### config.mk
export PLATFORM = sky130hd
export DESIGN_NAME = arcade_input_mapper
export DESIGN_NICKNAME = d
export VERILOG_FILES = /design/src/rtl/arcade_input_pkg.sv /design/src/rtl/credit_sequencer.sv /design/src/rtl/arcade_input_mapper.sv
export SDC_FILE = /design/constraint.sdc
export NUM_CORES = 1
export LEC_CHECK = 0
export ABC_AREA = 1
export ABC_CLOCK_PERIOD_IN_PS = 1200
export BUFFER_PORTS_ARGS = -buffer_cell sky130_fd_sc_hd__buf_4
export CAP_MARGIN = 15
export CELL_PAD_IN_SITES_DETAIL_PLACEMENT = 2
export CELL_PAD_IN_SITES_GLOBAL_PLACEMENT = 2
export CORE_MARGIN = 2
export CORE_UTILIZATION = 22
export CTS_CLUSTER_SIZE = 25
export DETAILED_ROUTE_END_ITERATION = 10
export PLACE_DENSITY = 0.85
export RECOVER_POWER = 25
export SYNTH_ARGS = -nofsm -noshare
export SYNTH_HDL_FRONTEND = slang
export SYNTH_SLANG_ARGS = --single-unit
### constraint.sdc
create_clock -name clk_sys -period 1.2 [get_ports clk_sys]
set_clock_uncertainty 0.05 [all_clocks]
set_input_delay 0.06 -clock clk_sys [delete_from_list [all_inputs] [get_ports clk_sys]]
set_output_delay 0.06 -clock clk_sys [all_outputs]
set_load 0.01 [all_outputs]
### src/rtl/arcade_input_pkg.sv
// Shared constants and types for the arcade input front end: joystick bit
// positions, PS/2 scancodes, rotation modes and credit-sequencer states.
package arcade_input_pkg;

   localparam int JB_RIGHT = 0;
   localparam int JB_LEFT  = 1;
   localparam int JB_DOWN  = 2;
   localparam int JB_UP    = 3;
   localparam int JB_FIRE  = 4;
   localparam int JB_BOMB  = 5;
   localparam int JB_START = 6;
   localparam int JB_COIN  = 7;

   // Direction keys compare only the low byte so arrow and keypad codes both hit.
   localparam logic [7:0] SC_UP    = 8'h75;
   localparam logic [7:0] SC_DOWN  = 8'h72;
   localparam logic [7:0] SC_LEFT  = 8'h6B;
   localparam logic [7:0] SC_RIGHT = 8'h74;

   localparam logic [8:0] SC_FIRE  = 9'h014;
   localparam logic [8:0] SC_BOMB  = 9'h029;
   localparam logic [8:0] SC_COIN  = 9'h003;

   typedef enum logic [1:0] {
      ROT_0   = 2'd0,
      ROT_90  = 2'd1,
      ROT_180 = 2'd2,
      ROT_270 = 2'd3
   } rot_e;

   typedef enum logic [1:0] {
      ST_IDLE  = 2'd0,
      ST_COIN  = 2'd1,
      ST_GAP   = 2'd2,
      ST_START = 2'd3
   } seq_state_e;

   function automatic logic [8:0] start_code(input int p);
      case (p)
         0:       return 9'h005;
         1:       return 9'h006;
         2:       return 9'h004;
         default: return 9'h00C;
      endcase
   endfunction

endpackage

### src/rtl/credit_sequencer.sv
// Coin / gap / start pulse generator triggered by a rising start edge.
// Outputs are next-state decodes so the parent register lands them 1 cycle after the edge.
module credit_sequencer
   import arcade_input_pkg::*;
#(
   parameter int PLAYERS      = 2,
   parameter int COIN_CYCLES  = 960000,
   parameter int GAP_CYCLES   = 2400000,
   parameter int START_CYCLES = 960000
) (
   input  logic               clk_sys,
   input  logic               reset,
   input  logic [PLAYERS-1:0] raw_start,
   output logic               seq_coin,
   output logic [PLAYERS-1:0] seq_start,
   output logic               seq_busy
);

   localparam int MAX_CYC = (COIN_CYCLES > GAP_CYCLES) ?
                            ((COIN_CYCLES > START_CYCLES) ? COIN_CYCLES : START_CYCLES) :
                            ((GAP_CYCLES > START_CYCLES) ? GAP_CYCLES : START_CYCLES);
   localparam int CW = $clog2(MAX_CYC + 1);
   localparam int IW = (PLAYERS > 1) ? $clog2(PLAYERS) : 1;

   seq_state_e        state, state_nxt;
   logic [CW-1:0]     cnt, cnt_nxt;
   logic [IW-1:0]     idx, idx_nxt;
   logic [PLAYERS-1:0] start_q;
   logic [PLAYERS-1:0] rise;

   always_ff @(posedge clk_sys) begin
      if (reset) begin
         state   <= ST_IDLE;
         cnt     <= '0;
         idx     <= '0;
         start_q <= raw_start;
      end else begin
         state   <= state_nxt;
         cnt     <= cnt_nxt;
         idx     <= idx_nxt;
         start_q <= raw_start;
      end
   end

   always_comb begin
      state_nxt = state;
      cnt_nxt   = cnt;
      idx_nxt   = idx;
      rise      = raw_start & ~start_q;
      case (state)
         ST_IDLE: begin
            if (|rise) begin
               state_nxt = ST_COIN;
               cnt_nxt   = CW'(COIN_CYCLES - 1);
               // Walk downward so the lowest simultaneous index wins.
               for (int p = PLAYERS - 1; p >= 0; p--) begin
                  if (rise[p]) idx_nxt = IW'(p);
               end
            end
         end
         ST_COIN: begin
            if (cnt == '0) begin
               state_nxt = ST_GAP;
               cnt_nxt   = CW'(GAP_CYCLES - 1);
            end else begin
               cnt_nxt = cnt - CW'(1);
            end
         end
         ST_GAP: begin
            if (cnt == '0) begin
               state_nxt = ST_START;
               cnt_nxt   = CW'(START_CYCLES - 1);
            end else begin
               cnt_nxt = cnt - CW'(1);
            end
         end
         ST_START: begin
            if (cnt == '0) begin
               state_nxt = ST_IDLE;
               cnt_nxt   = '0;
            end else begin
               cnt_nxt = cnt - CW'(1);
            end
         end
         default: begin
            state_nxt = ST_IDLE;
            cnt_nxt   = '0;
         end
      endcase

      seq_coin = (state_nxt == ST_COIN);
      seq_busy = (state_nxt != ST_IDLE);
      seq_start = '0;
      for (int p = 0; p < PLAYERS; p++) begin
         seq_start[p] = (state_nxt == ST_START) && (idx_nxt == IW'(p));
      end
   end

endmodule

### src/rtl/arcade_input_mapper.sv
// Merges PS/2 keys and joysticks, rotates directions; joystick/rot->out 1 cycle, ps2->out 2 cycles.
// ARCADE_AUTO_COIN_EN builds the credit sequencer; otherwise starts/coin pass straight through.
module arcade_input_mapper
   import arcade_input_pkg::*;
#(
   parameter int PLAYERS      = 2,
   parameter int COIN_CYCLES  = 960000,
   parameter int GAP_CYCLES   = 2400000,
   parameter int START_CYCLES = 960000
) (
   input  logic                    clk_sys,
   input  logic                    reset,
   input  logic [10:0]             ps2_key,
   input  logic [16*PLAYERS-1:0]   joystick,
   input  logic [1:0]              rot,
   output logic [PLAYERS-1:0]      o_up,
   output logic [PLAYERS-1:0]      o_down,
   output logic [PLAYERS-1:0]      o_left,
   output logic [PLAYERS-1:0]      o_right,
   output logic [PLAYERS-1:0]      o_fire,
   output logic [PLAYERS-1:0]      o_bomb,
   output logic [PLAYERS-1:0]      o_start,
   output logic                    o_coin,
   output logic                    o_busy
);

   logic               tog_q;
   logic               key_evt;
   logic               pressed;
   logic [8:0]         code;

   logic               kb_up, kb_down, kb_left, kb_right;
   logic               kb_fire, kb_bomb, kb_coin;
   logic [PLAYERS-1:0] kb_start;

   logic [PLAYERS-1:0] raw_up, raw_down, raw_left, raw_right;
   logic [PLAYERS-1:0] raw_fire, raw_bomb, raw_start;
   logic [PLAYERS-1:0] rot_up, rot_down, rot_left, rot_right;
   logic               man_coin;
   logic               unused_bits;

   assign key_evt = ps2_key[10] ^ tog_q;
   assign pressed = ps2_key[9];
   assign code    = ps2_key[8:0];

   // Toggle copy follows the input even in reset so no phantom event appears afterwards.
   always_ff @(posedge clk_sys) begin
      if (reset) begin
         tog_q    <= ps2_key[10];
         kb_up    <= 1'b0;
         kb_down  <= 1'b0;
         kb_left  <= 1'b0;
         kb_right <= 1'b0;
         kb_fire  <= 1'b0;
         kb_bomb  <= 1'b0;
         kb_coin  <= 1'b0;
         kb_start <= '0;
      end else begin
         tog_q <= ps2_key[10];
         if (key_evt) begin
            if (code[7:0] == SC_UP)    kb_up    <= pressed;
            if (code[7:0] == SC_DOWN)  kb_down  <= pressed;
            if (code[7:0] == SC_LEFT)  kb_left  <= pressed;
            if (code[7:0] == SC_RIGHT) kb_right <= pressed;
            if (code == SC_FIRE)       kb_fire  <= pressed;
            if (code == SC_BOMB)       kb_bomb  <= pressed;
            if (code == SC_COIN)       kb_coin  <= pressed;
            for (int p = 0; p < PLAYERS; p++) begin
               if (code == start_code(p)) kb_start[p] <= pressed;
            end
         end
      end
   end

   always_comb begin
      raw_up      = '0;
      raw_down    = '0;
      raw_left    = '0;
      raw_right   = '0;
      raw_fire    = '0;
      raw_bomb    = '0;
      raw_start   = '0;
      man_coin    = kb_coin;
      unused_bits = 1'b0;
      for (int p = 0; p < PLAYERS; p++) begin
         raw_right[p] = joystick[16*p + JB_RIGHT];
         raw_left[p]  = joystick[16*p + JB_LEFT];
         raw_down[p]  = joystick[16*p + JB_DOWN];
         raw_up[p]    = joystick[16*p + JB_UP];
         raw_fire[p]  = joystick[16*p + JB_FIRE];
         raw_bomb[p]  = joystick[16*p + JB_BOMB];
         raw_start[p] = joystick[16*p + JB_START] | kb_start[p];
         man_coin     = man_coin | joystick[16*p + JB_COIN];
         unused_bits  = unused_bits ^ (^joystick[16*p + 8 +: 8]);
      end
      raw_up[0]    = raw_up[0]    | kb_up;
      raw_down[0]  = raw_down[0]  | kb_down;
      raw_left[0]  = raw_left[0]  | kb_left;
      raw_right[0] = raw_right[0] | kb_right;
      raw_fire[0]  = raw_fire[0]  | kb_fire;
      raw_bomb[0]  = raw_bomb[0]  | kb_bomb;
   end

   always_comb begin
      rot_up    = raw_up;
      rot_down  = raw_down;
      rot_left  = raw_left;
      rot_right = raw_right;
      case (rot_e'(rot))
         ROT_90: begin
            rot_up    = raw_left;
            rot_down  = raw_right;
            rot_left  = raw_down;
            rot_right = raw_up;
         end
         ROT_180: begin
            rot_up    = raw_down;
            rot_down  = raw_up;
            rot_left  = raw_right;
            rot_right = raw_left;
         end
         ROT_270: begin
            rot_up    = raw_right;
            rot_down  = raw_left;
            rot_left  = raw_up;
            rot_right = raw_down;
         end
         default: ;
      endcase
   end

`ifdef ARCADE_AUTO_COIN_EN
   logic               seq_coin;
   logic [PLAYERS-1:0] seq_start;
   logic               seq_busy;

   credit_sequencer #(
      .PLAYERS      (PLAYERS),
      .COIN_CYCLES  (COIN_CYCLES),
      .GAP_CYCLES   (GAP_CYCLES),
      .START_CYCLES (START_CYCLES)
   ) u_credit_sequencer (
      .clk_sys   (clk_sys),
      .reset     (reset),
      .raw_start (raw_start),
      .seq_coin  (seq_coin),
      .seq_start (seq_start),
      .seq_busy  (seq_busy)
   );
`else
   localparam int unused_cycles = COIN_CYCLES + GAP_CYCLES + START_CYCLES;
   assign o_busy = 1'b0;
`endif

   always_ff @(posedge clk_sys) begin
      if (reset) begin
         o_up    <= '0;
         o_down  <= '0;
         o_left  <= '0;
         o_right <= '0;
         o_fire  <= '0;
         o_bomb  <= '0;
         o_start <= '0;
         o_coin  <= 1'b0;
`ifdef ARCADE_AUTO_COIN_EN
         o_busy  <= 1'b0;
`endif
      end else begin
         o_up    <= rot_up;
         o_down  <= rot_down;
         o_left  <= rot_left;
         o_right <= rot_right;
         o_fire  <= raw_fire;
         o_bomb  <= raw_bomb;
`ifdef ARCADE_AUTO_COIN_EN
         o_start <= seq_start;
         o_coin  <= seq_coin | man_coin;
         o_busy  <= seq_busy;
`else
         o_start <= raw_start;
         o_coin  <= man_coin;
`endif
      end
   end

endmodule

==> metrics, run 1 <==
clk root buf clkbuf_8; Via density 4.33; max-slew violations 0; flop2flop setup slack 90 ps; Yosys cell types 22; fmax 903 MHz; Die Ht 80.1 um; CP endpoint kind flip-flop; IO Count 63; RR Endpoint kb_fire; CP Launch Type flip-flop; worst r2r src tog_q; largest net degree at the start of global routing 16; clk buf depth 2; crit path DAT 1240 ps; synth top area cells dfxtp_1, nand2_1, nor2_1; GPL Wtd Cong 0.781; crit path time final 1110 ps; Final period util 0.923; NumNets Final 307; initial antenna violation count 0; final setup fails 0; Worst Setup Path Type flip-flop to flip-flop; R2R cell count 7; CTS tree built; Layout area overhead 43.7%; DP HPWL 3.20 mm; clk_lat worst skew 270 ps; Die Area 6420 um^2; Routed WL per cell 12.2 um; Antenna Nets Post-Route 0; Total Power 1.77 mW; PwrDens 969 nW/um^2; Hold Path Class primary input to flip-flop; total global-route track usage 0.128; crit-path max FO 4; cells after synthesis 201; syn nets 248; Post-DP Area 1690 um^2; Post-Syn Area 1270 um^2; max-cap viol count 0; Yosys top cell area share 0.393; TritonCTS Sinks 25; DRT iter0 DRCs 33; CTS H-tree lvls 1; design area 1830 um^2; routed via count 1434; total gr overflow 0; vias in the first global route 1438; hold path cells 3; hold wc startpoint joystick[16]; Core Box Area 5540 um^2; clk slew on worst S/H paths 100 ps; # diodes 0; row count 27; # DRC 0; status completed; hold endpoint o_left[1]; cts bufs inserted 3; Worst EP required 1330 ps; yosys warns 0; Die Wd 80.1 um; Initial Util 0.230; first-pass GRT wire length 6.42 mm; drt pass-1 iters 4; IO Port Bufs 45; Yosys reg bits 25; Seq/Total Area, Yosys 0.393; Hold Fails Final Rpt 0; DRT Wirelength 4.05 mm; post-synthesis average cell area 6.34 um^2; VDD IR max 0.000405 V; cell leakage power 0.867 nW; layout cells sized above 1 0.232; area leader, netlist dfxtp_1
-- synthesized netlist by cell type, drive strengths merged --
master,n
dfxtp,25
nand3,11
inv,26
nor3,1
buf,3
conb,1
nand2,53
or2,2
a21oi,9
nor2,51
a31oi,6
o21ai,12
a22oi,1
-- sequential cells by signal (all words and copies together), names as in the netlist --
name	count
o_coin	1
kb_coin	1
o_right	2
kb_fire	1
kb_start	2
o_bomb	2
o_fire	2
o_start	2
o_left	2
kb_left	1
tog_q	1
o_up	2
o_down	2
kb_right	1
kb_down	1
kb_bomb	1
kb_up	1
-- routing by layer --
| metal | vias up | GRT usage | share of wire |
|---|---|---|---|
| met5 | - | 0 | 0 |
| met4 | 0 | 0.0407 | 0.0089 |
| met3 | 2 | 0.0236 | 0.038 |
| met2 | 25 | 0.238 | 0.51 |
| met1 | 669 | 0.148 | 0.45 |
| li1 | 738 | - | - |
-- metrics by stage --
step                setup slack (ps)  instances  hold slack, ps  TNS, ps  utilization
CTS                             64.0        331            11.1        0        0.333
detailed placement              71.4        316             148        0        0.304
global route                   -9.59        331            23.3    -17.5        0.331
floorplan                        229        201            37.7        0            -
finish                          92.7        331            21.0        0        0.331
global placement                 119        316             143        0        0.304
-- layout make-up --
| type | instances | area (um^2) |
|---|---|---|
| Clock buffer | 3 | 41.3 |
| Tap cell | 72 | 90.1 |
| Multi-Input combinational cell | 147 | 673 |
| Inverter | 26 | 97.6 |
| Fill cell | 695 | 3710 |
| Timing Repair Buffer | 57 | 422 |
| Clock inverter | 1 | 7.51 |
| Sequential cell | 25 | 500 |
-- worst max path at each step --
stage           from     endpoint  slack (ps)  depth (start not counted)
2_1_floorplan  kb_up    o_down[0]         230                          3
3_3_place_gp   tog_q      kb_bomb         120                          7
3_5_place_dp   tog_q      kb_fire          70                          7
4_1_cts        tog_q      kb_fire          60                          7
5_1_grt        tog_q  kb_start[0]         -10                          7
6_report       tog_q      kb_fire          90                          7
-- report_power, final --
group / total (mW) / internal [mW] / leakage (nW) / switching [mW]
combinational: 0.372 / 0.171 / 0.640 / 0.201
sequential: 0.877 / 0.866 / 0.206 / 0.0114
clock: 0.526 / 0.236 / 0.0217 / 0.290
-- cells by family after synthesis --
| logic type | count (synthesis) | synth area share |
|---|---|---|
| AO/OA/AOI/OAI | 28 | 0.121 |
| buffers and inverters | 29 | 0.0952 |
| AND/OR/NAND/NOR | 118 | 0.389 |
| flip-flops | 25 | 0.393 |
| other | 1 | 0.00294 |
-- critical path: stages, from the launching register on --
cell	delay [ps]
dfxtp_1	360
inv_1	60
nand2_1	70
nand2_2	130
nor2_2	170
nand3_1	80
nand2_1	60
nor2_1	40
-- layout by cell type (no fill, tap or decap), drive strengths merged --
cell type	synthesis	layout
dlygate4sd3	0	11
inv	26	26
dfxtp	25	25
nand3	11	11
a31oi	6	6
nor3	1	1
clkinvlp	0	1
clkbuf	0	12
o21ai	12	12
nand2	53	53
nor2	51	51
conb	1	1
a22oi	1	1
or2	2	2
a21oi	9	9
buf	3	37
-- repair_timing --
item                                   in CTS  in global routing
setup endpoints to repair                   0                  5
gates resized for setup                     0                  6
hold buffers                               11                  0
buffers inserted                            0                  0
endpoints found under the hold margin       9                  0
No activity file was read; power rests on OpenSTA's default activity.
==> run 2, diff against run 1 <==
--- a/config.mk
+++ b/config.mk
@@ -5,17 +5,17 @@
 export SDC_FILE = /design/constraint.sdc
 export NUM_CORES = 1
 export LEC_CHECK = 0
-export ABC_AREA = 1
+export ABC_AREA = 0
 export ABC_CLOCK_PERIOD_IN_PS = 1200
 export BUFFER_PORTS_ARGS = -buffer_cell sky130_fd_sc_hd__buf_4
 export CAP_MARGIN = 15
 export CELL_PAD_IN_SITES_DETAIL_PLACEMENT = 2
 export CELL_PAD_IN_SITES_GLOBAL_PLACEMENT = 2
 export CORE_MARGIN = 2
-export CORE_UTILIZATION = 22
+export CORE_UTILIZATION = 25
 export CTS_CLUSTER_SIZE = 25
 export DETAILED_ROUTE_END_ITERATION = 10
-export PLACE_DENSITY = 0.85
+export PLACE_DENSITY = 0.84
 export RECOVER_POWER = 25
 export SYNTH_ARGS = -nofsm -noshare
 export SYNTH_HDL_FRONTEND = slang
==> run 2 against run 1 <==
  * The flow now finishes with violations (hold timing)
  * Setup slack worse by 22 ps
  * Die area down 18%
  * Critical path depth down 3
  * First-iteration DRC count down 45%
  * Non-clock buffer count down 1
  * Clock-buffer cell count up 1
  * Routed wire length down 25%
  * Synthesized area down 7.3%
  * Combinational power down 8.6%
==> metrics, run 2 <==
status finished with violations; failing checks hold timing; GRT Max-Usage Layer met2; final setup TNS 0 ps (unchanged); met1 usage 0.122 (-0.0261); Via density 4.71 (+8.7%); cts bufs inserted 3 (unchanged); area leader, netlist dfxtp_1; DRT iter0 DRCs 18 (-45%); Post-Syn Area 1180 um^2 (-7.3%); routed via count 998 (-30%); Hold Fails Final Rpt 1 (+1); Die Ht 72.8 um (-9.2%); Final period util 0.941 (+0.0185); IO Port Bufs 45 (unchanged); Seq/Total Area, Yosys 0.423 (+0.0307); TritonCTS Sinks 25 (unchanged); fmax 885 MHz (-2.0%); Hold Path Class primary input to flip-flop; CP endpoint kind flip-flop; Yosys reg bits 25 (unchanged); Post-synth EDFFs 0 (unchanged); Hold WS -3.34 ps (-24.4 ps); DP HPWL 2.47 mm (-23%); # diodes 0 (unchanged); max-slew violations 0 (unchanged); Synth Flop Type dfxtp_1; Yosys cell types 22 (unchanged); Initial Util 0.255 (+0.0253); first-pass GRT wire length 4.86 mm (-24%); layout cells sized above 1 0.386 (+0.154); initial antenna violation count 0 (unchanged); row count 25 (-7.4%); ys async rst share 0 (unchanged); Die Wd 72.8 um (-9.2%); clk_lat worst skew 270 ps (about the same); CP Launch Type primary input; VDD IR max 0.000344 V (-15%); RSZ-0062 raised after global routing no; NumNets Final 206 (-33%); PwrDens 1020 nW/um^2 (+5.0%); CTS tree built; crit-path max FO 9 (+5); Core Box Area 4630 um^2 (-16%); GR met3 Demand/Resource 0.0166 (-0.00702); clk slew on worst S/H paths 80 ps (-20 ps); Layout area overhead 42.3%; total gr overflow 0 (unchanged); DRT Wirelength 3.05 mm (-25%); met2 Use GR 0.236 (-0.00114); most frequent cell after synthesis dfxtp_1; yosys warns 0 (unchanged); crit path time final 1130 ps (+22.2 ps); Yosys top cell area share 0.423 (+0.0307); crit path DAT 1270 ps (+30 ps); most frequent cells in the layout buf_4, dfxtp_1, nor2_1; largest net degree at the start of global routing 21 (+5); IO Count 63 (unchanged); total global-route track usage 0.119 (-0.00954); CTS H-tree lvls 1 (unchanged); Worst EP required 1340 ps (about the same); syn nets 151 (-39%); Antenna Nets Post-Route 0 (unchanged); commonest non-fill, non-tap cell in the layout buf_4; GPL Wtd Cong 0.710 (-9.1%); vias in the first global route 1098 (-24%); synth top area cells dfxtp_1, mux4_2, mux2i_1; Routed WL per cell 14.4 um (+18%); clk buf depth 2 (unchanged); Die Area 5300 um^2 (-18%); # DRC 0 (unchanged); Finished Layout Cells 212 (-36%); Post-synth top cells dfxtp_1, nor2_1, nand2b_1; post-synthesis average cell area 11.4 um^2 (+79%); max-cap viol count 0 (unchanged); clk root buf clkbuf_8; Worst Setup Path Type primary input to flip-flop; drt pass-1 iters 4 (unchanged); cells after synthesis 104 (-48%); placed cells 199 (-37%); cell leakage power 0.730 nW (-16%); final setup fails 0 (unchanged)
## run 2: stage by stage
step / utilization / setup WS, ps / cell area (um^2) / hold slack, ps / power (mW)
after CTS: 0.366 / 30.1 / 1700 / 4.66 / 1.74
after floorplan: - / 135 / 1180 / 37.7 / 1.05
final: 0.364 / 70.5 / 1680 / -3.34 / 1.71
after global routing: 0.364 / 16.6 / 1680 / 29.0 / 1.80
after global placement: 0.337 / 122 / 1560 / 143 / 1.21
after detailed placement: 0.337 / 57.7 / 1560 / 143 / 1.23
## run 2: cell families (layout without fill, tap and decap cells)
group / after synthesis / count (layout) / synth area share
and+or+nand+nor: 54 / 54 / 0.296
other: 1 / 1 / 0.00317
muxes: 17 / 17 / 0.229
DFF: 25 / 25 / 0.423
buffers and inverters: 6 / 60 / 0.0349
xor gates and xnor gates: 1 / 1 / 0.0138
## run 2: worst max-delay path: stages
cell and delay (ps):
dlygate4sd3_1 540, buf_4 150, nand2b_1 300, mux2i_1 220
## run 2: power breakdown
group / internal [mW] / switching (mW) / total (mW)
Clock: 0.238 / 0.258 / 0.496
Combinational: 0.198 / 0.141 / 0.340
Sequential: 0.866 / 0.0111 / 0.877
Total: 1.30 / 0.411 / 1.71
## run 2: worst paths after layout
path	startpoint	endpoint	slack, ps	cells after the start
hold / removal	joystick[5]	o_bomb[0]	-3	3
setup / recovery	reset	kb_up	70	4
hold reg to reg	kb_start[1]	kb_start[1]	440	2
setup reg to reg	kb_left	o_down[0]	80	3
## run 2: area by class of cell
type                       instances  area, um^2
clock buffer                       4        45.0
fill                             504        2950
multi-input combinational         73         641
sequential                        25         505
tap                               54        67.6
timing repair buffer              56         424
## run 2: per-layer routing
metal,up-vias,part of all wire
li1,480,-
met1,489,0.37
met2,25,0.58
met3,4,0.037
met4,0,0.016
met5,-,0
## run 2: what timing repair did
action                                 in CTS  in global routing
setup buffers                               0                  0
hold buffers                                9                  0
setup endpoints to repair                   0                  4
resized for setup                           0                  5
endpoints found under the hold margin       8                  0
